### src/rtl/fft16_stage_loader.sv
// rtl/fft16_stage_loader.sv - ping-pong frame buffer feeding stride-M sample groups to a radix-4 butterfly
module fft16_stage_loader #(
  parameter int DATA_W = 16,
  parameter int N      = 16,
  localparam int M     = N / 4,
  localparam int GW    = (M > 1) ? $clog2(M) : 1
) (
  input  logic              clk,
  input  logic              rst,
  input  logic              s_valid,
  output logic              s_ready,
  input  logic [DATA_W-1:0] s_real,
  input  logic [DATA_W-1:0] s_imag,
  output logic              m_valid,
  input  logic              m_ready,
  output logic [DATA_W-1:0] x0_real,
  output logic [DATA_W-1:0] x0_imag,
  output logic [DATA_W-1:0] x1_real,
  output logic [DATA_W-1:0] x1_imag,
  output logic [DATA_W-1:0] x2_real,
  output logic [DATA_W-1:0] x2_imag,
  output logic [DATA_W-1:0] x3_real,
  output logic [DATA_W-1:0] x3_imag,
  output logic [GW-1:0]     m_group,
  output logic              m_last
);

  localparam int CW = $clog2(N);
  localparam logic [CW-1:0] WR_LAST = CW'(N - 1);
  localparam logic [GW-1:0] RD_LAST = GW'(M - 1);

  // Sample storage: two banks of N complex samples, not reset.
  logic [DATA_W-1:0] bank_re [2][N];
  logic [DATA_W-1:0] bank_im [2][N];

  // Pointer and flag state.
  logic          wr_bank_q, wr_bank_d;
  logic [CW-1:0] wr_cnt_q,  wr_cnt_d;
  logic          rd_bank_q, rd_bank_d;
  logic [GW-1:0] rd_grp_q,  rd_grp_d;
  logic [1:0]    full_q,    full_d;

  // Output register state.
  logic              m_valid_q, m_valid_d;
  logic              m_last_q,  m_last_d;
  logic [GW-1:0]     m_group_q, m_group_d;
  logic [DATA_W-1:0] x_re_q [4];
  logic [DATA_W-1:0] x_re_d [4];
  logic [DATA_W-1:0] x_im_q [4];
  logic [DATA_W-1:0] x_im_d [4];

  // Handshake decode.
  logic          ready_int;
  logic          accept;
  logic          wr_done;
  logic          load;
  logic          rd_done;

  // Read mux outputs for the group addressed by rd_bank/rd_grp.
  logic [CW-1:0]     lane_idx [4];
  logic [DATA_W-1:0] lane_re  [4];
  logic [DATA_W-1:0] lane_im  [4];

  // Select the four stride-M samples of the current read group.
  always_comb begin
    for (int k = 0; k < 4; k++) begin
      lane_idx[k] = CW'(rd_grp_q) + CW'(k * M);
      lane_re[k]  = bank_re[rd_bank_q][lane_idx[k]];
      lane_im[k]  = bank_im[rd_bank_q][lane_idx[k]];
    end
  end

  // Pointer, full-flag and output-register next state.
  always_comb begin
    // s_ready depends only on registered state so m_ready never reaches it.
    ready_int = !full_q[wr_bank_q];
    accept    = s_valid && ready_int;
    wr_done   = accept && (wr_cnt_q == WR_LAST);
    load      = (!m_valid_q || m_ready) && full_q[rd_bank_q];
    rd_done   = load && (rd_grp_q == RD_LAST);

    wr_cnt_d  = wr_cnt_q;
    if (accept) begin
      wr_cnt_d = wr_done ? '0 : wr_cnt_q + CW'(1);
    end
    wr_bank_d = wr_bank_q ^ wr_done;

    rd_grp_d  = rd_grp_q;
    if (load) begin
      rd_grp_d = rd_done ? '0 : rd_grp_q + GW'(1);
    end
    rd_bank_d = rd_bank_q ^ rd_done;

    // The writer only fills a non-full bank and the reader only releases a
    // full one, so both updates always target different banks.
    full_d = full_q;
    if (wr_done) full_d[wr_bank_q] = 1'b1;
    if (rd_done) full_d[rd_bank_q] = 1'b0;

    m_valid_d = m_valid_q;
    m_group_d = m_group_q;
    m_last_d  = m_last_q;
    for (int k = 0; k < 4; k++) begin
      x_re_d[k] = x_re_q[k];
      x_im_d[k] = x_im_q[k];
    end
    if (load) begin
      m_valid_d = 1'b1;
      m_group_d = rd_grp_q;
      m_last_d  = (rd_grp_q == RD_LAST);
      for (int k = 0; k < 4; k++) begin
        x_re_d[k] = lane_re[k];
        x_im_d[k] = lane_im[k];
      end
    end else if (m_ready) begin
      m_valid_d = 1'b0;
    end
  end

  // Write accepted samples into the active fill bank.
  always_ff @(posedge clk) begin
    if (accept) begin
      bank_re[wr_bank_q][wr_cnt_q] <= s_real;
      bank_im[wr_bank_q][wr_cnt_q] <= s_imag;
    end
  end

  // State register with synchronous reset; partial frames are dropped.
  always_ff @(posedge clk) begin
    if (rst) begin
      wr_bank_q <= 1'b0;
      wr_cnt_q  <= '0;
      rd_bank_q <= 1'b0;
      rd_grp_q  <= '0;
      full_q    <= 2'b00;
      m_valid_q <= 1'b0;
      m_last_q  <= 1'b0;
      m_group_q <= '0;
      for (int k = 0; k < 4; k++) begin
        x_re_q[k] <= '0;
        x_im_q[k] <= '0;
      end
    end else begin
      wr_bank_q <= wr_bank_d;
      wr_cnt_q  <= wr_cnt_d;
      rd_bank_q <= rd_bank_d;
      rd_grp_q  <= rd_grp_d;
      full_q    <= full_d;
      m_valid_q <= m_valid_d;
      m_last_q  <= m_last_d;
      m_group_q <= m_group_d;
      for (int k = 0; k < 4; k++) begin
        x_re_q[k] <= x_re_d[k];
        x_im_q[k] <= x_im_d[k];
      end
    end
  end

  assign s_ready = ready_int;
  assign m_valid = m_valid_q;
  assign m_group = m_group_q;
  assign m_last  = m_last_q;
  assign x0_real = x_re_q[0];
  assign x0_imag = x_im_q[0];
  assign x1_real = x_re_q[1];
  assign x1_imag = x_im_q[1];
  assign x2_real = x_re_q[2];
  assign x2_imag = x_im_q[2];
  assign x3_real = x_re_q[3];
  assign x3_imag = x_im_q[3];

endmodule

### config.mk
export PLATFORM = sky130hd
export DESIGN_NAME = fft16_stage_loader
export DESIGN_NICKNAME = d
export VERILOG_FILES = /design/src/rtl/fft16_stage_loader.sv
export SDC_FILE = /design/constraint.sdc
export NUM_CORES = 1
export LEC_CHECK = 0
export CORE_MARGIN = 4
export CORE_UTILIZATION = 25
export CTS_BUF_LIST = sky130_fd_sc_hd__clkbuf_4 sky130_fd_sc_hd__clkbuf_8
export DETAILED_ROUTE_END_ITERATION = 12
export PLACE_DENSITY = 0.41
export SLEW_MARGIN = 30
export SYNTH_ARGS = -nofsm -noshare
export SYNTH_HDL_FRONTEND = slang
export SYNTH_SLANG_ARGS = --single-unit
### constraint.sdc
create_clock -name clk -period 4.38 [get_ports clk]
set_input_delay 1.314 -clock clk [delete_from_list [all_inputs] [get_ports clk]]
set_output_delay 1.314 -clock clk [all_outputs]
set_load 0.005 [all_outputs]
==> results.cfg <==
[min_path]
min-delay-start = m_group[0]
holdPathEnd = m_group[0]
worstHoldPathType = reg2reg
min_path_cells = 2

[drt]
wire_per_inst_um = 23.6
drt-pass1-iter-count = 5
wirelength_mm = 115
vias_per_cell = 4.36
drtIter0Drc = 1290
vias = 21200
final_antenna_net_count = 0
drc = 0

[power]
powerDensity_nw_per_um2 = 419
p_total_uw = 22100
max-vdd-ir-drop_v = 0.000225
leakage_uw = 0.0155

[critical_path]
critPathLaunchType = flop
max_stage_delay_ns = 0.63
worstReg2RegEnd = bank_im[1][92]
critPathSlowestCell = clkdlybuf4s50_1
cp-end-kind = output pin
path_max_fanout = 9
r2r_setup_slack_ns = 1.53
r2r_cells = 5
rr_startpoint = wr_bank_q
crit_chain = mux2_2, inv_2, clkdlybuf4s50_1
required_ns = 3.07
cp.arrival_ns = 2.65
worstSetupPathType = reg2out

[floorplan]
core_um2 = 174000
ios = 169
start_util_pct = 25.1
fp.dieH_um = 426
fp.dieArea_um2 = 182000
rows = 153
die_w_um = 426

[finish]
mostFrequentLayoutCells = edfxtp_1, mux4_2, clkbuf_8, clkdlybuf4s50_1, dfxtp_1
drive_gt1_share_pct = 28.1
area_growth_pct = 20.7
num-fill-cells = 17000
nNetsFinal = 2428
fin_util_pct = 30.3
layout_commonest_cell = edfxtp_1

[logic_synthesis]
synth_area_leaders = edfxtp_1, mux4_2, dfxtp_1, mux2i_1, a211oi_1
synth-seq-cells = 1166
synth_cell_types = 36
synth_nets = 2090
yosysTopAreaCellShare_pct = 70.4
postSynthCellCount = 2047
seq_area_frac_synth_pct = 76.9
yosysWarningCount = 0
yosysTopAreaCell = edfxtp_1
synth_area_per_cell_um2 = 21.3
syn_area_um2 = 43700

[cts]
tritoncts = done
post_cts_resized = 0
clkLatencyLatePin_ns = 0.90
hold_buffers = 0
cts.sinks = 1166
postCtsSetupBuffers = 0
cts.htree.levels = 4
clockRootBuffer = clkbuf_8
cts_made_buffers = 195
path_clk_slew_ns = 0.06
ctsLongestPathBuffers = 3

[timing]
fmax_ghz = 0.252
fin_skew_ns = 0.0472
period_needed_ns = 3.96
slew_headroom_pct = 36.3
hold_violations = 0
rsz0062_at_grt = no
period_share_pct = 90.5
worst_slew_pin_slew_ns = 0.955
setup_tns_ns = 0
setup_viol = 0
maxSlewViolCount = 0

[outcome]
outcome = finished, final reports clean

[grt]
track_usage_pct = 12.6
antenna_found_initial = 5
grt_pass1_wl_mm = 165
grt_pass1_vias = 22900
grt_overflow = 0
grt_max_degree = 133

[place]
io_buffers = 168
detailed_place_hpwl_mm = 67.3
place_congestion = 0.729

[flow_run]
cap_violations = 0
[cell families (layout without fill, tap and decap cells)]
| family | count (synthesis) | count (layout) | synth area share (%) |
|---|---|---|---|
| other | 0 | 3 | 0 |
| DFF | 1166 | 1166 | 76.9 |
| buffers and inverters | 143 | 644 | 1.97 |
| adders and majority gates | 7 | 7 | 0.200 |
| AOI/OAI and AO/OA | 282 | 282 | 4.02 |
| muxes | 387 | 387 | 16.3 |
| and+or+nand+nor | 62 | 62 | 0.659 |
[power by group]
group / internal [µW] / switching, µW / leakage [µW] / total (µW)
Sequential: 12100 / 11.2 / 0.0104 / 12100
Clock: 5160 / 4400 / 0.00207 / 9570
Combinational: 98.3 / 297 / 0.00302 / 395
Total: 17400 / 4710 / 0.0155 / 22100
[metrics by stage]
stage	instance area [µm²]	hold WS, ns	worst slack [ns]	instances
floorplan	43700	0.470	0.732	2047
CTS	52700	0.500	0.249	4872
global route	52700	0.535	0.262	4874
global placement	48800	0.484	0.836	4512
detailed placement	48800	0.491	0.842	4512
finish	52700	0.496	0.415	4876
[final cells by class]
type                    count  area (µm²)  area share [%]
repair buffers            277        2800            5.31
flip-flops and latches   1166       33600            63.7
clock buffers             278        3370            6.39
clock inverters            82         538            1.02
diodes                      3        7.51          0.0142
multi-input cells         738        9500            18.0
well taps                2325        2910            5.51
inverters                   7        26.3          0.0498
[synthesized netlist by cell type]
cell type and instances:
nand2b_1 1, nor2b_1 1, nand3_1 9, a31oi_1 1, o31ai_1 2, buf_2 38
nand4b_1 1, and3_1 2, a211oi_1 128, clkbuf_4 4, nand3b_1 4, o21ai_0 8
buf_6 25, mux4_2 253, o2111ai_1 1, or4_1 2, clkbuf_1 53, mux2i_1 128
nor2_1 35, a21oi_1 138, buf_8 2, a311oi_1 2, mux2_4 1, ha_1 7
nor3b_1 1, nand2_1 5, edfxtp_1 1024, inv_2 1, mux2i_4 1, and2_1 1
buf_4 14, mux4_1 3, a41oi_1 2, dfxtp_1 142, inv_1 6, mux2_2 1
[sequential cells by signal, summed over array words and instances, names as in the netlist]
name,cells
bank_im,512
bank_re,512
full_q,2
m_group,2
m_last,1
m_valid,1
rd_bank_q,1
rd_grp_q,2
wr_bank_q,1
wr_cnt_q,4
x_im_q,64
x_re_q,64
[per-layer routing]
metal  track usage (%)  part of all wire [%]  vias to the layer above
met2              21.7                    50                      519
met5                 0                     0                        -
met4              3.93                   2.3                        0
met1              15.8                    42                    11300
met3              2.97                   5.2                      166
li1                  -                     -                     9285
[worst max-delay path by stage]
stage                     startpoint         endpoint  slack (ns)  cells past startpoint
after global routing       wr_bank_q          s_ready        0.26                      3
final                      wr_bank_q          s_ready        0.42                      3
after detailed placement     s_valid   bank_im[1][83]        0.84                      4
after global placement       s_valid  bank_im[0][145]        0.84                      5
after CTS                  wr_bank_q          s_ready        0.25                      3
after floorplan              s_valid  bank_im[0][160]        0.73                      3
[critical path, delay by kind of cell (launching register included)]
| family | cells | cell delay [ns] |
|---|---|---|
| flip-flops | 1 | 0.55 |
| buffers and inverters | 2 | 0.78 |
| multiplexers | 1 | 0.43 |
Power figures use the tool's default switching activity.
